`src/rtl/uno_seq_pkg.sv`:
```
// Shared types and constants for the uno PE command sequencer.
package uno_seq_pkg;

  // Operand width default; must track MAC_BW in param_def.
  localparam int unsigned MacBwDefault = 12;

  typedef enum logic [1:0] {
    OP_MAC = 2'b00,
    OP_DIV = 2'b01,
    OP_EXP = 2'b10,
    OP_LOG = 2'b11
  } op_e;

  // Sequencer states
  typedef logic [2:0] state_t;
  localparam state_t StIdle    = 3'd0;
  localparam state_t StMacRun  = 3'd1;
  localparam state_t StFnFirst = 3'd2;
  localparam state_t StFnLast  = 3'd3;
  localparam state_t StCapture = 3'd4;
  localparam state_t StResp    = 3'd5;

  // Function-unit coefficients, Q4.8
  localparam logic [11:0] COEFF_DIV = 12'h155;
  localparam logic [11:0] COEFF_EXP = 12'h100;
  localparam logic [11:0] COEFF_LOG = 12'h155;

  function automatic logic [11:0] coeff_of(input op_e op);
    logic [11:0] c;
    c = 12'h000;
    unique case (op)
      OP_DIV:  c = COEFF_DIV;
      OP_EXP:  c = COEFF_EXP;
      OP_LOG:  c = COEFF_LOG;
      default: c = 12'h000;
    endcase
    return c;
  endfunction

endpackage

```
`src/rtl/uno_seq.sv`:
```
// Command sequencer for one uno PE: turns MAC/div/exp/log commands into per-cycle PE
// controls and returns the settled PE result on a valid/ready port.
module uno_seq
  import uno_seq_pkg::*;
#(
  parameter int unsigned MAC_BW = MacBwDefault,
  parameter int unsigned LEN_W  = 8
) (
  input  logic                clk,
  input  logic                rst_n,
  input  logic                cmd_valid,
  output logic                cmd_ready,
  input  logic [1:0]          cmd_op,
  input  logic [MAC_BW-1:0]   cmd_x,
  input  logic [MAC_BW-1:0]   cmd_y,
  input  logic [2*MAC_BW-1:0] cmd_z,
  input  logic [LEN_W-1:0]    cmd_len,
  input  logic                opd_valid,
  output logic                opd_ready,
  input  logic [MAC_BW-1:0]   opd_x,
  input  logic [MAC_BW-1:0]   opd_y,
  output logic [1:0]          pe_op,
  output logic [MAC_BW-1:0]   pe_x,
  output logic [MAC_BW-1:0]   pe_y,
  output logic [2*MAC_BW-1:0] pe_z,
  output logic [MAC_BW-1:0]   pe_coeff,
  output logic                pe_first_cycle,
  output logic                pe_last_cycle,
  output logic                pe_acc_en,
  input  logic [2*MAC_BW-1:0] pe_result,
  output logic                res_valid,
  input  logic                res_ready,
  output logic [2*MAC_BW-1:0] res_data
);

  state_t              state_q, state_d;
  op_e                 op_q, op_d;
  logic [MAC_BW-1:0]   x_q, x_d;
  logic [MAC_BW-1:0]   y_q, y_d;
  logic [2*MAC_BW-1:0] z_q, z_d;
  logic [LEN_W-1:0]    len_q, len_d;
  logic [LEN_W-1:0]    cnt_q, cnt_d;
  logic [2*MAC_BW-1:0] res_q, res_d;

  logic cmd_hs;
  logic beat;
  logic first_beat;
  logic last_beat;

  assign cmd_hs     = (state_q == StIdle) && cmd_valid;
  assign beat       = (state_q == StMacRun) && opd_valid;
  assign first_beat = (cnt_q == '0);
  assign last_beat  = (cnt_q == len_q);

  // Next-state, command latch, beat counter and result capture
  always_comb begin
    state_d = state_q;
    op_d    = op_q;
    x_d     = x_q;
    y_d     = y_q;
    z_d     = z_q;
    len_d   = len_q;
    cnt_d   = cnt_q;
    res_d   = res_q;
    case (state_q)
      StIdle: begin
        if (cmd_hs) begin
          op_d    = op_e'(cmd_op);
          x_d     = cmd_x;
          y_d     = cmd_y;
          z_d     = cmd_z;
          len_d   = cmd_len;
          cnt_d   = '0;
          state_d = (op_e'(cmd_op) == OP_MAC) ? StMacRun : StFnFirst;
        end
      end
      StMacRun: begin
        if (beat) begin
          if (last_beat) begin
            // Leaving on the last beat keeps the counter from ever wrapping.
            cnt_d   = '0;
            state_d = StCapture;
          end else begin
            cnt_d = cnt_q + LEN_W'(1);
          end
        end
      end
      StFnFirst: state_d = StFnLast;
      StFnLast:  state_d = StCapture;
      StCapture: begin
        // PE result register has settled by now.
        res_d   = pe_result;
        state_d = StResp;
      end
      StResp: begin
        if (res_ready) state_d = StIdle;
      end
      default: state_d = StIdle;
    endcase
  end

  // State and datapath registers with synchronous reset
  always_ff @(posedge clk) begin
    if (!rst_n) begin
      state_q <= StIdle;
      op_q    <= OP_MAC;
      x_q     <= '0;
      y_q     <= '0;
      z_q     <= '0;
      len_q   <= '0;
      cnt_q   <= '0;
      res_q   <= '0;
    end else begin
      state_q <= state_d;
      op_q    <= op_d;
      x_q     <= x_d;
      y_q     <= y_d;
      z_q     <= z_d;
      len_q   <= len_d;
      cnt_q   <= cnt_d;
      res_q   <= res_d;
    end
  end

  // Per-cycle PE controls and handshake outputs decoded from state
  always_comb begin
    cmd_ready      = 1'b0;
    opd_ready      = 1'b0;
    res_valid      = 1'b0;
    pe_op          = 2'b00;
    pe_x           = '0;
    pe_y           = '0;
    pe_z           = '0;
    pe_coeff       = '0;
    pe_first_cycle = 1'b0;
    pe_last_cycle  = 1'b0;
    pe_acc_en      = 1'b0;
    case (state_q)
      StIdle: cmd_ready = 1'b1;
      StMacRun: begin
        opd_ready = 1'b1;
        pe_op     = OP_MAC;
        // Once beat 0 is in, stalls feed 0*0 with accumulate on to hold the sum.
        pe_acc_en = !first_beat;
        if (opd_valid) begin
          pe_x           = opd_x;
          pe_y           = opd_y;
          pe_z           = first_beat ? z_q : '0;
          pe_first_cycle = first_beat;
          pe_last_cycle  = last_beat;
        end
      end
      StFnFirst: begin
        pe_op          = op_q;
        pe_x           = x_q;
        pe_y           = y_q;
        pe_coeff       = MAC_BW'(coeff_of(op_q));
        pe_first_cycle = 1'b1;
      end
      StFnLast: begin
        pe_op         = op_q;
        pe_x          = x_q;
        pe_y          = y_q;
        pe_last_cycle = 1'b1;
      end
      StResp:  res_valid = 1'b1;
      default: ;
    endcase
  end

  assign res_data = res_q;

endmodule
```
`config.mk`:
```
export PLATFORM = sky130hd
export DESIGN_NAME = uno_seq
export DESIGN_NICKNAME = d
export VERILOG_FILES = /design/src/rtl/uno_seq_pkg.sv /design/src/rtl/uno_seq.sv
export SDC_FILE = /design/constraint.sdc
export NUM_CORES = 1
export LEC_CHECK = 0
export BUFFER_PORTS_ARGS = -buffer_cell sky130_fd_sc_hd__buf_4
export CAP_MARGIN = 40
export CORE_UTILIZATION = 42
export DETAILED_ROUTE_END_ITERATION = 7
export PLACE_DENSITY = 0.77
export REMOVE_ABC_BUFFERS = 1
export SYNTH_ARGS = -nofsm -noshare
export SYNTH_HDL_FRONTEND = slang
export SYNTH_SLANG_ARGS = --single-unit
```
`constraint.sdc`:
```
create_clock -name clk -period 2 [get_ports clk]
set_clock_uncertainty 0.15 [all_clocks]
set_input_delay 0.1 -clock clk [delete_from_list [all_inputs] [get_ports clk]]
set_output_delay 0.1 -clock clk [all_outputs]
set_load 0.01 [all_outputs]
```
* After elaboration in Yosys (flattened, before gate mapping)
Index checks and enable logic that the tools add are counted.
** Operators by class
- Equal/unequal tests :: 13
- Multiplexer cells :: 28
- Magnitude comparators :: 0
- Shifts and indexed selects :: 0
- Reductions and logical operators :: 12
- Bitwise gates (word level) :: 0
- Div/mod/pow operators :: 0
- $add $sub $neg :: 1
- $mul :: 0
** Operator list (number)
- $mux W24 :: 3
- $pmux W12 S2 :: 2
- $mux W12 :: 2
- $mux W8 :: 3
- $pmux W3 S6 :: 1
- $pmux W9 S2 :: 1
- $pmux W8 S2 :: 1
- $mux W3 :: 4
- $mux W9 :: 1
- $add A8 B1 Y8 const B :: 1
- $eq A8 B8 Y1 :: 1
- $logic_not A8 Y1 :: 1
- $ne A2 B2 Y1 const B :: 4
- $eq A3 B2 Y1 const B :: 2
- $eq A3 B3 Y1 const B :: 2
- $mux W1 :: 6
- $eq A2 B2 Y1 const B :: 2
- $mux W2 :: 2
- $pmux W1 S2 :: 2
- $reduce_and A4 Y1 :: 1
- $reduce_or A2 Y1 :: 2
- $eq A3 B1 Y1 const B :: 1
- $logic_not A3 Y1 :: 1
- $reduce_and A3 Y1 :: 1
- other kinds (6) :: 7
** Storage, ports and cells
- Memories :: 0
- Register bits :: 93
- Memory bits (writable) :: 0
- Bits in latches :: 0
- Memory bits (read-only) :: 0

* Depth between registers and ports, before layout
Gate-level depths: netlist of the first run.
- Depth after elaboration :: 4
- Depth in mapped cells :: 8
- Gate-level depth less buffers :: 6

* Worst setup path after synthesis of the first run
OpenSTA, ideal clock, no wires.
- Kind :: register -> output
- Start :: register cnt_q[0]
- End :: output pe_z[14]
- Slack :: -30 ps
- Required time :: 1750 ps
- Arrival time :: 1780 ps
- Stages on the path, launching flop included :: 8
- Cell sequence :: dfxtp_1 -> clkbuf_1 -> inv_1 -> ha_1 -> or4b_4 -> nor4_4 -> buf_6 -> and3_1
** Between the ends
- Cells in the longest elaborated chain, start to end :: 4
** RTL lines
- start: declaration :: line uno_seq.sv:42 : logic [LEN_W-1:0] cnt_q, cnt_d;
- start signal: assignment :: line uno_seq.sv:120 : cnt_q <= cnt_d;
- $logic_not A8 Y1 :: line uno_seq.sv:52 : assign first_beat = (cnt_q == '0);
- $mux W24 :: line uno_seq.sv:148 : pe_z = first_beat ? z_q : '0;
- $mux W24 :: line uno_seq.sv:145 : if (opd_valid) begin
- $mux W24 :: line uno_seq.sv:138 : case (state_q)
- end: declaration :: line uno_seq.sv:25 : output logic [2*MAC_BW-1:0] pe_z,
No other way between the ends.

* Worst setup path after layout of the first run
- Start :: register cnt_q[0]
- End :: output pe_acc_en
** Between the ends
- Cells in the longest elaborated chain, start to end :: 3
** RTL lines
- $logic_not A8 Y1 :: line uno_seq.sv:52
- $logic_not A1 Y1 :: line uno_seq.sv:144 : pe_acc_en = !first_beat;
- $mux W1 :: line uno_seq.sv:138
- end: declaration :: line uno_seq.sv:29 : output logic pe_acc_en,
No other way between the ends.

==> results.json, run 1 <==
{
  "synth.top_cell.area_share_pct": 44.0,
  "synth.area.top_cells": "dfxtp_1 44%, nand2_1 16%, a21oi_1 10%, a22o_1 5.0%, and3_1 3.3%",
  "htreeDepth": 3,
  "row_count": 36,
  "outcome": "finished, violations left",
  "yosys.area.top_type": "dfxtp_1",
  "netlist_instances": 550,
  "layout_common_cells": "217 x buf_4, 175 x nand2_1, 92 x dfxtp_1",
  "cp-start-kind": "flip-flop",
  "synth_flop_cell": "dfxtp_1",
  "cp_top_family": "simple AND/OR/NAND/NOR gates",
  "ys_types": 36,
  "clockRootBuffer": "clkbuf_8",
  "worstPathCellList": "inv_2, ha_1, or4b_4, nor4_4, buf_6, buf_6, and2b_2, buf_4",
  "synth-seq-cells": 93,
  "power_frac_clock_pct": 25.9,
  "power_frac_seq_pct": 42.7,
  "failed_checks": "setup timing",
  "vias": 4897,
  "comb_power_share_pct": 31.3,
  "power_mw": 4.94,
  "antenna_found_initial": 0,
  "timing.rr.start": "state_q[2]",
  "grt_usage_pct": 26.9,
  "end_kind": "output port",
  "max-vdd-ir-drop_mv": 0.428,
  "slew_violations": 0,
  "drt-initial-drc-count": 199,
  "hold_viol_final": 0,
  "ant_nets": 0,
  "hold_depth": 4,
  "start_util_pct": 43.3,
  "hold_class": "primary input to flip-flop",
  "arrival_ps": 2160,
  "p_per_area_nw_per_um2": 701,
  "gr-total-overflow": 0,
  "place.gp.congestion": 0.873,
  "met2_usage_pct": 48.2,
  "grt_pass1_wl_um": 21700,
  "rsz0062_at_grt": "yes",
  "path_class": "flip-flop to output port",
  "setup_ws_ps": -414,
  "grt-busiest-layer": "met2",
  "setup_viol": 27,
  "cts_tree": "done",
  "cts_inserted_buffers": 9,
  "grt_pass1_vias": 4696,
  "fin_nets": 937,
  "antenna_cells": 0,
  "reg2reg_to": "res_data[9]",
  "path_depth": 8,
  "worst-r2r-cell-count": 4,
  "avgViaCountPerCell": 5.10,
  "synth-seq-area-share_pct": 44.0,
  "clk_path_buf_depth": 2,
  "period_needed_ps": 2410,
  "routed_wl_um": 14200,
  "holdPathEnd": "state_q[2]",
  "drive_gt1_share_pct": 32.9,
  "dp_hpwl_um": 8920,
  "p_int_mw": 3.40,
  "die_x_um": 102,
  "worst_ep_required_time_ps": 1750,
  "cp_slowest_cell": "or4b_4",
  "worst-r2r-setup-slack_ps": 160,
  "clkSinkCount": 93,
  "die_y_um": 102,
  "syn_area_sq_um": 4230,
  "clk_pin_slew_ps": 90,
  "syn_to_final_growth_pct": 66.6,
  "route.detailed.drc": 0,
  "yosysWarnings": 0,
  "io_buffers": 195,
  "clkLatencyLatePin_ps": 350,
  "coreArea_sq_um": 9770,
  "cap_violations": 0,
  "syn_avg_cell_area_sq_um": 7.69,
  "die_area_sq_um": 10500,
  "crit_buf_inv": 4,
  "grtUsageMet3_pct": 6.09,
  "whs_ps": 116,
  "final_common_cell": "buf_4",
  "grt_max_degree": 51,
  "wire_per_inst_um": 14.8,
  "p_sw_share_pct": 31.1,
  "drtPass1Iterations": 4,
  "period_share_pct": 121,
  "met1_usage_pct": 30.0,
  "leakagePower_nw": 3.12,
  "cp_max_fo": 6,
  "p_switching_mw": 1.54,
  "fillers": 720,
  "cpMostUsedCell": "buf_6",
  "holdCritStartpoint": "opd_valid",
  "async_flop_share_pct": 0,
  "fmax_ghz": 0.414,
  "cpPeakStageDelay_ps": 470,
  "synth_edf_count": 0,
  "pin_count": 203
}
==> worst max-delay path by stage <==
stage | from | end | slack [ps]
after floorplan | state_q[0] | cnt_q[2] | -910
after global routing | cnt_q[0] | pe_acc_en | -490
after global placement | cnt_q[0] | pe_acc_en | 20
after CTS | cnt_q[1] | pe_acc_en | -410
after detailed placement | cnt_q[0] | pe_z[1] | -50
final | cnt_q[0] | pe_acc_en | -410
==> power groups by stage <==
stage,Sequential [mW],Combinational (mW),Clock (mW)
floorplan,2.15,0.614,0
global placement,2.14,1.30,0
detailed placement,2.15,1.33,0
CTS,2.11,1.50,1.31
global route,2.13,1.69,1.38
finish,2.11,1.55,1.28
==> synth_stat cells (all sizes together) (3+ instances only) <==
master,n
buf,33
a21oi,86
a31oi,6
o21ai,4
nor3b,4
dfxtp,93
nand3,6
nand2,178
a22o,24
o2111ai,7
nand4,3
inv,9
xnor2,8
clkbuf,26
and3,28
nor2,7
o211ai,7
==> layout make-up <==
cell class	count	area, sq um	area share [%]
clock inverters	4	47.5	0.675
inverters	9	33.8	0.479
multi-input cells	395	2110	30.0
well taps	133	166	2.36
repair buffers	316	2670	37.9
flip-flops and latches	93	1860	26.4
clock buffers	11	151	2.15
==> worst register-to-register path, delay by kind of cell (launching register included) <==
family	cells	cell delay, ps
AOI/OAI and AO/OA	1	90
buffers and inverters	1	150
DFF	1	420
and+or+nand+nor	2	930
==> kinds of logic after synthesis <==
family / count (synthesis) / share of synthesized area (%)
adder cells (fa/ha/maj): 2 / 0.591
other: 1 / 0.0886
AND/OR/NAND/NOR: 240 / 25.4
buffers and inverters: 68 / 8.22
AO/OA/AOI/OAI: 137 / 19.8
flip-flops: 93 / 44.0
XOR/XNOR: 8 / 1.66
multiplexers: 1 / 0.237
==> routing by layer <==
layer	part of all wire (%)	wire length [um]
met3	6.7	946
met2	52	7400
met5	0	0
met4	2.8	397
met1	38	5470
==> registers in the layout, summed over array words and instances, names as in the netlist <==
signal	count
cnt_q	8
len_q	8
op_q	2
res_data	24
state_q	3
x_q	12
y_q	12
z_q	24
==> stage by stage <==
step                      setup slack [ps]  TNS [ps]  instance area [sq um]  utilization (%)  instances
after floorplan                       -909    -78880                   3940                -        497
after global placement                17.0         0                   5860             60.0        854
after detailed placement             -54.9      -407                   5860             60.0        854
after CTS                             -413     -9580                   6990             71.5        959
after global routing                  -495    -11390                   7050             72.1        961
final                                 -414     -9510                   7050             72.1        961
==> what timing repair did <==
item                                   in CTS  in global routing
endpoints found under the hold margin      85                  0
gates cloned                                2                  0
pin swaps                                   1                  3
hold buffers                               86                  0
gates resized for setup                    11                 13
buffers inserted                            2                  4
setup endpoints to repair                  43                 57
Note: power is estimated with default switching activity, not from simulation.
==> inputs of run 2 (changes only) <==
Settings changed: ABC_AREA from default to 1.
==> results.json, run 2 <==
{
  "final_util_pct": 73.0,
  "failed_checks": "setup timing",
  "start_util_pct": 43.0,
  "period_share_pct": 103,
  "drive_gt1_share_pct": 32.5,
  "syn_area_sq_um": 4180,
  "netlist_instances": 575,
  "routed_wl_um": 14500,
  "final_common_cell": "buf_4",
  "end_kind": "output port",
  "fin_nets": 963,
  "cap_violations": 0,
  "leakagePower_nw": 3.14,
  "synth.area.top_cells": "dfxtp_1 45%, o21ai_0 12%, nor2_1 8.3%, a21oi_1 7.7%, inv_1 6.1%",
  "antenna_found_initial": 0,
  "drt-initial-drc-count": 167,
  "route.detailed.drc": 0,
  "clockRootBuffer": "clkbuf_8",
  "outcome": "finished, violations left",
  "p_per_area_nw_per_um2": 1040,
  "rsz0062_at_grt": "yes",
  "clk_pin_slew_ps": 100,
  "synth_adder_area_share_pct": 0.599,
  "yosys-top-cells-count": "101 x o21ai_0, 93 x dfxtp_1, 92 x nor2_1",
  "die_y_um": 102,
  "row_count": 36,
  "post-synth-top-count-cell": "o21ai_0",
  "synthSimpleGateAreaFrac_pct": 19.5,
  "grt_usage_pct": 25.9,
  "fmax_ghz": 0.484,
  "post-place-ws_ps": 191,
  "pin_count": 203,
  "wire_per_inst_um": 14.6,
  "cp_max_fo": 6,
  "clkSinkCount": 93,
  "gr-total-overflow": 0,
  "place_inst": 871,
  "cp-start-kind": "flip-flop",
  "die_area_sq_um": 10400,
  "setup_viol": 25,
  "htreeDepth": 3,
  "ant_nets": 0,
  "path_class": "flip-flop to output port",
  "fin_setup_tns_ps": -795,
  "syn_to_final_growth_pct": 70.0,
  "setup_ws_ps": -64.6,
  "cts_tree": "done",
  "vias": 4894,
  "synth.top_cell.area_share_pct": 44.6,
  "ys_types": 30,
  "drtPass1Iterations": 5,
  "synth_compound_area_share_pct": 20.4,
  "slew_violations": 0,
  "synth_edf_count": 0,
  "period_needed_ps": 2060,
  "clk_path_buf_depth": 2,
  "async_flop_share_pct": 0,
  "grt_pass1_vias": 4602,
  "grt_pass1_wl_um": 20800,
  "slew_headroom_pct": 50.2,
  "coreArea_sq_um": 9730,
  "dp_hpwl_um": 7790,
  "hold_viol_final": 0,
  "synth_flop_cell": "dfxtp_1",
  "synth-seq-area-share_pct": 44.6,
  "antenna_cells": 0,
  "fin_cells": 988,
  "io_buffers": 195,
  "die_x_um": 102,
  "arrival_ps": 1810,
  "syn_avg_cell_area_sq_um": 7.27,
  "synth_top_family_by_area": "compound AO/OA/AOI/OAI gates",
  "place.gp.congestion": 0.924,
  "yosysWarnings": 0,
  "worst_ep_required_time_ps": 1750,
  "worst_pin_slew_ps": 746,
  "avgViaCountPerCell": 4.95,
  "synth_mux_area_share_pct": 0,
  "layout_common_cells": "192 x buf_4, 99 x o21ai_0, 87 x dlygate4sd3_1",
  "grt_max_degree": 61,
  "synth_xor_area_share_pct": 1.89,
  "hold_class": "primary input to flip-flop",
  "yosys.area.top_type": "dfxtp_1",
  "cts_inserted_buffers": 9,
  "clkLatencyLatePin_ps": 360,
  "max-vdd-ir-drop_mv": 0.656,
  "synth-seq-cells": 93
}
-- run 2: stage by stage --
step / power [mW] / cell area, sq um / hold slack, ps
floorplan: 4.22 / 3930 / 70.7
global placement: 5.39 / 5640 / 172
detailed placement: 5.48 / 5640 / 178
CTS: 7.17 / 7000 / 18.8
global route: 7.85 / 7110 / 30.1
finish: 7.38 / 7110 / 18.2
-- run 2: power breakdown --
group / total (mW) / internal (mW) / switching (mW)
clock: 1.29 / 0.593 / 0.695
combinational: 3.46 / 1.44 / 2.02
sequential: 2.63 / 2.40 / 0.232
total: 7.38 / 4.44 / 2.95
-- run 2: repair_timing --
action                                  CTS  global route
gates cloned                              2             2
setup buffers                             8             2
gates resized for setup                  52            19
hold endpoints to repair                 82             0
hold buffers                             87             0
pin swaps                                 7             4
endpoints found under the setup margin   54            55
-- run 2: worst paths after layout --
kind	start	endpoint	slack (ps)	cells past startpoint
max reg2reg	state_q[2]	len_q[3]	180	6
min reg2reg	x_q[8]	x_q[8]	300	2
min	cmd_valid	len_q[5]	20	3
max	cnt_q[0]	pe_z[6]	-60	8
-- run 2: kinds of logic after synthesis --
kind of cell / Yosys count
adder cells (fa/ha/maj): 2
XOR/XNOR: 9
other: 1
AND/OR/NAND/NOR: 184
AO/OA/AOI/OAI: 170
flip-flops: 93
buffers and inverters: 116
-- run 2: final cells by class --
class	count	area [sq um]
repair buffers	299	2590
clock inverters	6	70.1
multi-input cells	375	1990
inverters	72	278
fillers	714	2620
well taps	133	166
flip-flops and latches	93	1880
clock buffers	10	128
-- run 2: per-layer routing --
metal | vias up | part of all wire, % | GRT usage, %
met5 | - | 0 | 0
met3 | 51 | 7.1 | 5.24
met4 | 0 | 3.8 | 14.6
met1 | 2234 | 38 | 28.2
li1 | 2371 | - | -
met2 | 238 | 51 | 46.7
-- run 2: critical path, stage by stage (launching register included) --
cell     delay [ps]
dfxtp_4         370
inv_4            60
ha_4            120
nand4_1         120
nor4_4          210
buf_4           220
nand2_8          90
nor2_2          120
buf_4           140
==> inputs of run 3 (changes only) <==
Settings changed: BUFFER_PORTS_ARGS -buffer_cell sky130_fd_sc_hd__buf_4 to default, CORE_UTILIZATION 42 to 57, DONT_BUFFER_PORTS from default to 1, PLACE_DENSITY 0.77 to 0.75.
==> results.json, run 3 (synthesis results as in run 2) <==
{
  "dp_hpwl_um": 6710,
  "p_per_area_nw_per_um2": 1200,
  "placed_cell_area_sq_um": 4310,
  "fillers": 367,
  "start_util_pct": 60.2,
  "cap_violations": 0,
  "hold_class": "primary input to flip-flop",
  "register_area_sq_um": 1870,
  "period_share_pct": 98.1,
  "drive_gt1_share_pct": 17.1,
  "fin_nets": 803,
  "outcome": "finished clean",
  "grt_pass1_wl_um": 19600,
  "worst_ep_required_time_ps": 1750,
  "antenna_found_initial": 0,
  "cp_max_fo": 7,
  "place.gp.congestion": 0.840,
  "end_kind": "output port",
  "row_count": 30,
  "cts_tree": "done",
  "clk_path_buf_depth": 2,
  "slew_violations": 0,
  "setup_ws_ps": 37.5,
  "coreArea_sq_um": 6940,
  "final_common_cell": "o21ai_0",
  "vias": 4356,
  "path_class": "flip-flop to output port",
  "period_needed_ps": 1960,
  "rsz0062_at_grt": "yes",
  "gr-total-overflow": 0,
  "setup_viol": 0,
  "avgViaCountPerCell": 5.51,
  "clkSinkCount": 93,
  "pin_count": 203,
  "grt_max_degree": 82,
  "syn_to_final_growth_pct": 41.6,
  "fmax_ghz": 0.510,
  "die_x_um": 87.6,
  "max-vdd-ir-drop_mv": 0.834,
  "clk_pin_slew_ps": 90,
  "slew_headroom_pct": 48.6,
  "io_buffers": 0,
  "arrival_ps": 1710,
  "antenna_cells": 0,
  "routed_wl_um": 13200,
  "die_area_sq_um": 7680,
  "hold_viol_final": 0,
  "wire_per_inst_um": 16.7,
  "cp-start-kind": "flip-flop",
  "leakagePower_nw": 2.35,
  "fin_setup_tns_ps": 0,
  "grt_usage_pct": 33.2,
  "cts_inserted_buffers": 9,
  "layout_common_cells": "98 x o21ai_0, 89 x dfxtp_1, 88 x dlygate4sd3_1",
  "stdcell_area_sq_um": 5920,
  "grt_pass1_vias": 4270,
  "multi_input_area_sq_um": 2090,
  "drtPass1Iterations": 5,
  "worst_pin_slew_ps": 767,
  "clockRootBuffer": "clkbuf_8",
  "drt-initial-drc-count": 249,
  "ant_nets": 0,
  "final_util_pct": 85.2,
  "htreeDepth": 3,
  "route.detailed.drc": 0,
  "die_y_um": 87.6,
  "clkLatencyLatePin_ps": 360,
  "post-place-ws_ps": 28.4
}
==> run 3: what timing repair did <==
action / in CTS / in global routing
pin swaps: 8 / 7
hold buffers: 89 / 0
gates cloned: 4 / 2
setup endpoints to repair: 49 / 62
setup buffers: 10 / 4
endpoints found under the hold margin: 93 / 0
resized for setup: 73 / 7
==> run 3: through the flow <==
stage               hold slack, ps  total power, mW  instances
global route                  51.5             7.52        791
global placement              79.3             4.84        667
CTS                           26.5             6.87        786
finish                        44.6             7.13        791
floorplan                     70.7             4.22        537
detailed placement            84.7             4.94        667
==> run 3: layer usage <==
layer | wire length (um) | share of wire (%) | track usage (%)
met1 | 5080 | 38 | 35.1
met5 | 0 | 0 | 0
met2 | 6620 | 50 | 61.1
met3 | 1010 | 7.6 | 9.33
met4 | 517 | 3.9 | 15.2
==> run 3: area by class of cell <==
cell class	instances	share of cell area [%]
tap	96	2.03
sequential	93	31.6
clock buffer	10	2.16
multi-input combinational	376	35.3
timing repair buffer	138	22.7
inverter	72	4.73
clock inverter	6	1.46
==> run 3: path summary, 6_finish.rpt <==
check	from	endpoint	slack (ps)	cells after the start
worst min-delay path	res_ready	state_q[0]	40	5
worst min register to register	y_q[8]	y_q[8]	300	2
worst max register to register	state_q[2]	len_q[4]	100	6
worst max-delay path	cnt_q[0]	pe_z[13]	40	7
==> run 3: where the power goes <==
| part | switching [mW] | leakage (nW) | internal [mW] | total [mW] |
|---|---|---|---|---|
| Clock | 0.660 | 0.107 | 0.705 | 1.37 |
| Sequential | 0.340 | 0.767 | 2.40 | 2.74 |
| Combinational | 1.94 | 1.47 | 1.08 | 3.02 |
| Total | 2.94 | 2.35 | 4.19 | 7.13 |
==> run 3: worst max-delay path, stage by stage, from the launching register on <==
cell and delay (ps):
dfxtp_4 360, inv_4 60, ha_4 110, nand4_1 120
nor4_4 170, buf_6 240, nand2_8 140, nor2_4 150
